[src/rtl/mem_arbiter.sv]
// Round-robin arbiter sharing one combinational-read memory port between instruction fetch
// and load/store. Every output is driven straight from a flop, so reset clears them at once.
module mem_arbiter #(
  parameter int ADDR_WIDTH  = 32,
  parameter int DATA_WIDTH  = 32,
  parameter int SEL_WIDTH   = 4,
  parameter int WAIT_CYCLES = 0
) (
  input  logic                  clk,
  input  logic                  rst,
  input  logic                  if_req,
  input  logic [ADDR_WIDTH-1:0] if_addr,
  output logic                  if_valid,
  output logic [DATA_WIDTH-1:0] if_rdata,
  input  logic                  d_req,
  input  logic [SEL_WIDTH-1:0]  d_we,
  input  logic [ADDR_WIDTH-1:0] d_addr,
  input  logic [DATA_WIDTH-1:0] d_wdata,
  output logic                  d_valid,
  output logic [DATA_WIDTH-1:0] d_rdata,
  output logic                  mem_en,
  output logic [SEL_WIDTH-1:0]  mem_write_en,
  output logic [ADDR_WIDTH-1:0] mem_addr,
  output logic [DATA_WIDTH-1:0] mem_write_data,
  input  logic [DATA_WIDTH-1:0] mem_read_data,
  output logic                  busy
);

  typedef enum logic [1:0] {IDLE = 2'd0, ACCESS = 2'd1, RESP = 2'd2} state_t;
  typedef enum logic {PRIO_DATA = 1'b0, PRIO_INST = 1'b1} prio_t;

  localparam logic [3:0] WAIT_LAST = 4'(WAIT_CYCLES);

  state_t                state_q, state_d;
  prio_t                 prio_q, prio_d;
  logic [3:0]            cnt_q, cnt_d;
  logic                  owner_q, owner_d;  // 1 = load/store port owns the access
  logic                  mem_en_q, mem_en_d;
  logic [SEL_WIDTH-1:0]  mem_we_q, mem_we_d;
  logic [ADDR_WIDTH-1:0] mem_addr_q, mem_addr_d;
  logic [DATA_WIDTH-1:0] mem_wdata_q, mem_wdata_d;
  logic                  if_valid_q, if_valid_d;
  logic                  d_valid_q, d_valid_d;
  logic [DATA_WIDTH-1:0] if_rdata_q, if_rdata_d;
  logic [DATA_WIDTH-1:0] d_rdata_q, d_rdata_d;
  logic                  busy_q, busy_d;
  logic                  grant_d_s;

  // State register and all output flops
  always_ff @(posedge clk or posedge rst) begin
    if (rst) begin
      state_q     <= IDLE;
      prio_q      <= PRIO_DATA;
      cnt_q       <= 4'd0;
      owner_q     <= 1'b0;
      mem_en_q    <= 1'b0;
      mem_we_q    <= '0;
      mem_addr_q  <= '0;
      mem_wdata_q <= '0;
      if_valid_q  <= 1'b0;
      d_valid_q   <= 1'b0;
      if_rdata_q  <= '0;
      d_rdata_q   <= '0;
      busy_q      <= 1'b0;
    end else begin
      state_q     <= state_d;
      prio_q      <= prio_d;
      cnt_q       <= cnt_d;
      owner_q     <= owner_d;
      mem_en_q    <= mem_en_d;
      mem_we_q    <= mem_we_d;
      mem_addr_q  <= mem_addr_d;
      mem_wdata_q <= mem_wdata_d;
      if_valid_q  <= if_valid_d;
      d_valid_q   <= d_valid_d;
      if_rdata_q  <= if_rdata_d;
      d_rdata_q   <= d_rdata_d;
      busy_q      <= busy_d;
    end
  end

  // Next-state, arbitration and capture logic
  always_comb begin
    state_d     = state_q;
    prio_d      = prio_q;
    cnt_d       = cnt_q;
    owner_d     = owner_q;
    mem_en_d    = mem_en_q;
    mem_we_d    = mem_we_q;
    mem_addr_d  = mem_addr_q;
    mem_wdata_d = mem_wdata_q;
    if_valid_d  = 1'b0;
    d_valid_d   = 1'b0;
    if_rdata_d  = if_rdata_q;
    d_rdata_d   = d_rdata_q;
    busy_d      = busy_q;
    grant_d_s   = d_req && (!if_req || (prio_q == PRIO_DATA));
    case (state_q)
      IDLE: begin
        if (if_req || d_req) begin
          // The latched request doubles as the memory port drive for the whole access
          state_d     = ACCESS;
          owner_d     = grant_d_s;
          prio_d      = grant_d_s ? PRIO_INST : PRIO_DATA;
          cnt_d       = 4'd0;
          mem_en_d    = 1'b1;
          mem_addr_d  = grant_d_s ? d_addr : if_addr;
          mem_we_d    = grant_d_s ? d_we : '0;
          mem_wdata_d = grant_d_s ? d_wdata : '0;
          busy_d      = 1'b1;
        end else begin
          state_d = IDLE;
        end
      end
      ACCESS: begin
        if (cnt_q == WAIT_LAST) begin
          state_d     = RESP;
          mem_en_d    = 1'b0;
          mem_we_d    = '0;
          mem_addr_d  = '0;
          mem_wdata_d = '0;
          if (owner_q) begin
            d_valid_d = 1'b1;
            d_rdata_d = (mem_we_q != '0) ? '0 : mem_read_data;
          end else begin
            if_valid_d = 1'b1;
            if_rdata_d = mem_read_data;
          end
        end else begin
          cnt_d = cnt_q + 4'd1;
        end
      end
      RESP: begin
        state_d = IDLE;
        busy_d  = 1'b0;
      end
      default: begin
        state_d  = IDLE;
        mem_en_d = 1'b0;
        mem_we_d = '0;
        busy_d   = 1'b0;
      end
    endcase
  end

  assign if_valid       = if_valid_q;
  assign if_rdata       = if_rdata_q;
  assign d_valid        = d_valid_q;
  assign d_rdata        = d_rdata_q;
  assign mem_en         = mem_en_q;
  assign mem_write_en   = mem_we_q;
  assign mem_addr       = mem_addr_q;
  assign mem_write_data = mem_wdata_q;
  assign busy           = busy_q;

endmodule
[config.mk]
export PLATFORM = sky130hd
export DESIGN_NAME = mem_arbiter
export DESIGN_NICKNAME = d
export VERILOG_FILES = /design/src/rtl/mem_arbiter.sv
export SDC_FILE = /design/constraint.sdc
export NUM_CORES = 1
export LEC_CHECK = 0
export CORE_MARGIN = 8
export CORE_UTILIZATION = 37
export DETAILED_ROUTE_END_ITERATION = 8
export PLACE_DENSITY_LB_ADDON = 0.25
export SLEW_MARGIN = 20
export SYNTH_ARGS = -nofsm -noshare
export SYNTH_HDL_FRONTEND = slang
export SYNTH_SLANG_ARGS = --single-unit
[constraint.sdc]
create_clock -name clk -period 5.5 [get_ports clk]
set_input_delay 1.65 -clock clk [delete_from_list [all_inputs] [get_ports clk]]
set_output_delay 1.65 -clock clk [all_outputs]
set_load 0.01 [all_outputs]
Yosys cells after proc, flatten, opt, wreduce, memory -nomap -nowiden

Index checks and enable logic that the tools add are counted.

Reduce and logical (&&, ||, !) cells: 15
Bitwise operators: 4
Eq/ne operators: 5
Muxes and demuxes: 29
Add/subtract/negate cells: 1

Operators by type and width:

| operator            | number |
|---|---|
| $mux 32             | 6 |
| $pmux 32 s2         | 2 |
| $mux 4              | 5 |
| $reduce_and 3->1    | 5 |
| $pmux 4 s3          | 1 |
| $mux 1              | 10 |
| $pmux 4 s2          | 1 |
| $ne 2x2->1 const B  | 3 |
| $add 4x1->4 const B | 1 |
| $logic_not 4->1     | 1 |
| $not 1->1           | 4 |
| $pmux 2 s2          | 1 |
| $reduce_and 2->1    | 2 |
| $reduce_bool 4->1   | 1 |
| $pmux 1 s3          | 1 |
| $eq 2x1->1 const B  | 1 |
| $eq 2x2->1 const B  | 1 |
| $logic_not 2->1     | 1 |
| $logic_or 1x1->1    | 2 |
| $mux 2              | 1 |
| $pmux 1 s2          | 1 |
| $reduce_bool 2->1   | 1 |
| $logic_and 1x1->1   | 1 |
| $logic_not 1->1     | 1 |

Register bits: 144
Output and inout bits: 136
Word-level logic and storage cells: 67
Bits of input ports: 136

Longest topological paths before layout

Gate-level depths: netlist of run 1.

Depth in word-level cells: 6
Gate-level depth with buffers: 7
Mapped depth without buffers: 5

Least setup slack after synthesis of run 1

OpenSTA, ideal clock, no wires.

Path kind: input port to flip-flop
Start point: input port d_req
End point: register mem_wdata_q[31] (netlist: mem_write_data[31])
Buffers on the path: 3
Arrival: 2.665 ns
Required time: 5.422 ns
Setup time: 0.078 ns
Cell stages on the path: 6
Slack: 2.757 ns
Cell sequence: a21boi_0 -> clkbuf_1 -> buf_2 -> buf_2 -> nand3_1 -> o2bb2ai_1

Longest elaborated chain between the ends: 4
Elaborated cells between the ends (all ways): 7
Those cells by class: eq/ne (1); mux (3); reduce/logical (3)

Ends and longest elaborated chain:

| what                 | line | RTL |
|---|---|---|
| from (decl)          | 15   | `input logic d_req,` |
| $logic_and 1x1->1    | 97   | `grant_d_s = d_req && (!if_req \|\| (prio_q == PRIO_DATA));` |
| $mux 32              | 109  | `mem_wdata_d = grant_d_s ? d_wdata : '0;` |
| $mux 32              | 100  | `if (if_req \|\| d_req) begin` |
| $pmux 32 s2          | 98   | `case (state_q)` |
| to (signal assigned) | 73   | `mem_wdata_q <= mem_wdata_d;` |
| to (decl)            | 41   | `logic [DATA_WIDTH-1:0] mem_wdata_q, mem_wdata_d;` |

Parallel ways exist; a longest one is shown, timed or not. The select of a mux whose other input is x is not followed.
A chain may end at the register's enable or synchronous reset.

Final worst setup path of run 1

Start point: input port if_req
End point: register mem_wdata_q[27] (netlist: mem_write_data[27])

Longest elaborated chain between the ends: 6
Elaborated cells between the ends (all ways): 9
Those cells by class: eq/ne (1); mux (3); reduce/logical (5)

Ends and longest elaborated chain:

| what              | line | RTL |
|---|---|---|
| from (decl)       | 11   | `input logic if_req,` |
| $logic_not 1->1   | 97   |  |
| $logic_or 1x1->1  | 97   |  |
| $logic_and 1x1->1 | 97   |  |
| $mux 32           | 109  |  |
| $mux 32           | 100  |  |
| $pmux 32 s2       | 98   |  |

Parallel ways exist; a longest one is shown, timed or not. The select of a mux whose other input is x is not followed.

==> impl_metrics.tcl, run 1 <==
set metrics [dict create \
    clkTransAtPathRegs_ns 0.06 \
    post-place-ws_ns 1.71 \
    cp.required_ns 5.84 \
    ys_seq_area_frac 0.608 \
    hold_end "mem_en" \
    reg2reg_depth 5 \
    cts-resized-gates 0 \
    hold_buffers 0 \
    dr.pass1.iters 6 \
    grt_pass1_wl_um 28300 \
    dieHeight_um 142 \
    placed_cells 905 \
    die_w_um 142 \
    drt-total-wl_um 18000 \
    period_minus_slack_ns 3.41 \
    drt_first_iter_violations 187 \
    whs_ns 0.479 \
    final_cell_area_sq_mm 0.00941 \
    die_area_sq_mm 0.0202 \
    synth_seq_cells 143 \
    finalHoldViolations 0 \
    final_nets 846 \
    dp_hpwl_um 13500 \
    place_area_sq_mm 0.00881 \
    cts_tree "done" \
    setup_viol 0 \
    track_usage 0.180 \
    total_leakage_power_nw 4.01 \
    synthesis.nets 580 \
    postSynthAreaPerCell_sq_um 13.3 \
    power_mw 5.32 \
    peakVddDrop_v 0.000243 \
    htreeDepth 4 \
    vias_per_cell 4.96 \
    ios 272 \
    synthFlopType "dfrtp_1" \
    drive_gt1_frac 0.113 \
    hold_path_startpoint "mem_en" \
    clkSinkCount 143 \
    fin_skew_ns 0.00849 \
    gr-total-overflow 0 \
    postCtsSetupBuffers 0 \
    clock_latency_ns 0.40 \
    place_congestion 0.769 \
    critPathKind "in2reg" \
    worst_slack_ns 2.09 \
    ant_nets 0 \
    fin_util 0.599 \
    synth_cell_types 31 \
    antenna_found_initial 1 \
    fmax_ghz 0.293 \
    hp-class "reg2reg" \
    worstPathMaxFanout 50 \
    fp.coreArea_sq_mm 0.0157 \
    crit_arrival_ns 3.75 \
    grt_pass1_vias 5167 \
    start_util 0.375 \
    instances_no_fill 936 \
    critPathLaunchType "primary input" \
    cts_buffers 17 \
    area_growth_pct 59.8 \
    setup-tns-final_ns 0 \
    synth_cells 442 \
    status "finished clean" \
    finalCritPeriodShare 0.620 \
    r2r_end "d_rdata[31]" \
    cts_root_buffer "clkbuf_16" \
    synth_enable_flop_cells 0 \
    async_flop_share 1.00 \
    cp-end-kind "flop" \
    slew_headroom 0.315 \
    slew_violations 0 \
    io_buffers 271 \
    rsz0062_at_grt "false" \
    vias 4641 \
    n_antenna_cell 0 \
    placementRows 46 \
    min_path_cells 1 \
    rr_startpoint "cnt_q[0]" \
    worst_pin_slew_ns 1.03 \
    syn_area_sq_mm 0.00589 \
    rrSetupSlack_ns 2.93 \
    wl_per_cell_um 19.2 \
    grt_max_degree 82 \
    post-route-drc-count 0 \
    clk_path_buf_depth 2 \
    ys_warn_count 0 \
    power_density_mw_per_mm2 566 \
    drv_cap 0 \
]
[cells in the mapped netlist (2+ instances only)]
cell	instances	share of area
mux2i_1	65	0.11
nand2b_1	2	0.0021
nand3_1	3	0.0025
a32o_1	35	0.059
inv_1	37	0.024
buf_6	3	0.0057
mux2_2	33	0.063
nor2_1	2	0.0013
clkbuf_1	20	0.013
nor2b_1	2	0.0021
o2bb2ai_1	33	0.049
o21ai_0	5	0.0042
nand2_1	32	0.020
buf_4	3	0.0038
dfrtp_1	143	0.61
buf_2	7	0.0059
ha_1	2	0.0042
o22ai_1	2	0.0021
[worst max-delay path, cell delays in order]
cell and delay [ns]:
clkdlybuf4s50_1 0.49, o21bai_1 0.44, a2bb2oi_4 0.40, buf_4 0.52
a32o_1 0.22
[where the power goes]
group / leakage, nW / switching, mW / total (mW) / internal [mW]
Clock: 0.294 / 0.420 / 1.14 / 0.725
Sequential: 1.80 / 0.276 / 1.79 / 1.52
Combinational: 1.92 / 1.08 / 2.39 / 1.31
Total: 4.01 / 1.77 / 5.32 / 3.55
[sequential cells by signal, summed over array words and instances, names as in the netlist]
register        count
d_rdata            32
if_rdata           32
mem_addr           32
mem_write_data     32
cnt_q               4
mem_write_en        4
state_q             2
busy                1
d_valid             1
if_valid            1
mem_en              1
prio_q              1
[worst max-delay path by stage]
stage,start,depth (start not counted),slack (ns),endpoint
floorplan,rst,1,0.01,busy
global placement,if_req,5,1.80,mem_write_data[15]
detailed placement,if_req,5,1.71,mem_write_data[12]
CTS,if_req,5,2.13,mem_write_data[27]
global route,if_req,5,1.98,mem_write_data[14]
finish,if_req,5,2.09,mem_write_data[27]
[layout by cell type (no fill, tap or decap)]
cell / n
inv_6: 1
a2bb2oi_4: 1
o21ai_0: 5
o21ba_2: 1
buf_4: 9
and2b_1: 1
clkinv_2: 3
nand2b_1: 2
clkbuf_8: 5
clkbuf_16: 17
nand4_1: 1
o22ai_1: 2
clkinvlp_4: 2
nand2_1: 32
nor3_4: 1
nor2b_1: 2
clkinv_4: 2
dfrtp_1: 143
nor3b_1: 1
nor4_2: 1
a21boi_4: 1
a32o_1: 35
and3_2: 1
nor2_2: 1
nand3_1: 3
ha_1: 2
o2bb2ai_1: 33
or3b_1: 1
o21bai_1: 1
nor2_1: 1
mux2i_1: 65
mux2_2: 33
inv_1: 36
o211ai_1: 1
a21o_1: 1
bufinv_16: 2
clkdlybuf4s50_1: 271
[logic make-up (layout without fill, tap and decap cells)]
family,count (synthesis),after routing,share of synthesized area
fa+ha+maj,2,2,0.00425
mux,98,98,0.174
compound gates,81,81,0.124
simple gates,48,48,0.0385
buf+inv,70,348,0.0518
flops,143,143,0.608
[routing by layer]
metal  wire length (um)  global-route usage
met1               7050               0.204
met4                169              0.0565
met3               2230              0.0892
met5                 16                   0
met2               8510               0.292
[area by class of cell]
cell class                 instances  area, sq um
inverter                          37          144
tap                              216          270
multi-input combinational        229         2040
clock buffer                      22          494
clock inverter                     9          108
fill                            1240         6300
timing repair buffer             280         2780
sequential                       143         3580
Note: power is estimated with default switching activity, not from simulation.
==> run 2, diff against run 1 <==
==> constraint.sdc (replaced) <==
create_clock -name clk -period 3 [get_ports clk]
set_input_delay 0.9 -clock clk [delete_from_list [all_inputs] [get_ports clk]]
set_output_delay 0.9 -clock clk [all_outputs]
set_load 0.01 [all_outputs]
==> run 2 against run 1 <==
Routed wire length is 1.6% higher. Final cell count rose by 0.32%. Clock skew about the same. Non-clock buffer count rose by 2. Sequential power grew 84%.
==> impl_metrics.tcl, run 2 (synthesized netlist as in run 1, its figures left out) <==
set metrics [dict create \
    period_minus_slack_ns 2.34 \
    crit_arrival_ns 2.66 \
    final_nets 848 \
    power_frac_seq 0.332 \
    hp-class "reg2reg" \
    min_path_cells 1 \
    die_w_um 142 \
    grt_max_degree 84 \
    peakVddDrop_v 0.000460 \
    clock_power_share 0.218 \
    dp_hpwl_um 13400 \
    power_density_mw_per_mm2 1040 \
    slew_headroom 0.592 \
    cp.required_ns 3.33 \
    clock_latency_ns 0.41 \
    postCtsSetupBuffers 0 \
    vias 4614 \
    clk_path_buf_depth 2 \
    r2r_end "d_rdata[10]" \
    critPathLaunchType "flop" \
    dieHeight_um 142 \
    worstPathMaxFanout 33 \
    hold_end "mem_en" \
    drv_cap 0 \
    p_sw_mw 3.33 \
    rrSetupSlack_ns 0.66 \
    io_buffers 271 \
    place_congestion 0.769 \
    drt-total-wl_um 18300 \
    cp-end-kind "flop" \
    power_frac_comb 0.450 \
    cts_root_buffer "clkbuf_16" \
    instances_no_fill 939 \
    setup-tns-final_ns 0 \
    die_area_sq_mm 0.0202 \
    placementRows 46 \
    cts_tree "done" \
    reg2reg_depth 6 \
    drt_first_iter_violations 169 \
    fp.coreArea_sq_mm 0.0157 \
    gr-total-overflow 0 \
    hold_buffers 0 \
    rsz0062_at_grt "false" \
    worst_pin_slew_ns 0.610 \
    critPathKind "reg2reg" \
    htreeDepth 4 \
    hold_path_startpoint "mem_en" \
    dr.pass1.iters 4 \
    place_area_sq_mm 0.00889 \
    p_sw_frac 0.335 \
    n_antenna_cell 0 \
    total_leakage_power_nw 4.04 \
    antenna_found_initial 0 \
    slew_violations 0 \
    vias_per_cell 4.91 \
    grt_pass1_wl_um 28700 \
    fmax_ghz 0.428 \
    wl_per_cell_um 19.4 \
    ant_nets 0 \
    ios 272 \
    grt_pass1_vias 5244 \
    final_common_cell "clkdlybuf4s50_1" \
    final_cell_area_sq_mm 0.00950 \
    placed_cells 907 \
    finalHoldViolations 0 \
    area_growth_pct 61.3 \
    rr_startpoint "cnt_q[0]" \
    clkTransAtPathRegs_ns 0.06 \
    cts_buffers 17 \
    setup_viol 0 \
    layout_common_cells "clkdlybuf4s50_1 (271), dfrtp_1 (143), mux2i_1 (65)" \
    cts-resized-gates 0 \
    post-route-drc-count 0 \
    p_int_mw 6.60 \
    start_util 0.375 \
    clkSinkCount 143 \
    fin_skew_ns 0.00882 \
    status "finished clean" \
    drive_gt1_frac 0.115 \
    track_usage 0.183 \
    fin_util 0.605 \
    finalCritPeriodShare 0.779 \
]
[run 2: cell count changes in the layout (fill, tap and decap cells not counted), sizes merged]
| cell | previous run | this run |
|---|---|---|
| buf | 9 | 11 |
| clkinvlp | 2 | 4 |
| clkinv | 5 | 4 |
| bufinv | 2 | 3 |
| inv | 37 | 38 |
| clkbuf | 22 | 20 |
[run 2: routing by layer]
metal | global-route usage | share of wire | vias up
met5 | 0 | 0 | -
met4 | 0.0616 | 0.016 | 0
met3 | 0.0902 | 0.12 | 19
met2 | 0.292 | 0.47 | 216
met1 | 0.211 | 0.40 | 2253
li1 | - | - | 2126
[run 2: area by class of cell]
cell class / instances / area (sq um)
tap: 216 / 270
fill: 1257 / 6210
clock buffer: 20 / 457
sequential: 143 / 3580
timing repair buffer: 282 / 2860
clock inverter: 12 / 158
inverter: 37 / 143
multi-input combinational: 229 / 2040
[run 2: worst max path at each step]
stage | startpoint | endpoint | slack, ns
final | cnt_q[0] | d_rdata[10] | 0.66
after global routing | cnt_q[0] | d_rdata[18] | 0.49
after CTS | cnt_q[0] | d_rdata[10] | 0.65
after detailed placement | if_req | prio_q | 0.30
after global placement | if_req | prio_q | 0.34
after floorplan | rst | busy | 0.31
[run 2: power by group through the flow]
stage	combinational, mW	sequential [mW]	clock [mW]
after floorplan	1.69	3.62	0
after global routing	4.81	3.40	2.31
after CTS	4.54	3.30	2.22
after detailed placement	4.53	3.31	0
final	4.46	3.29	2.17
after global placement	4.43	3.29	0
[run 2: metrics by stage]
step	power [mW]	hold WS, ns	setup WS (ns)
after floorplan	5.31	0.455	0.309
after global routing	10.5	0.497	0.488
after global placement	7.71	0.463	0.335
final	9.93	0.479	0.664
after detailed placement	7.84	0.472	0.303
after CTS	10.1	0.485	0.653
[run 2: worst max-delay path: stages (launching register included)]
cell and delay, ns:
dfrtp_1 0.40, inv_1 0.10, ha_1 0.17, nor3b_1 0.52
and3_2 0.29, buf_4 0.48, mux2i_1 0.28
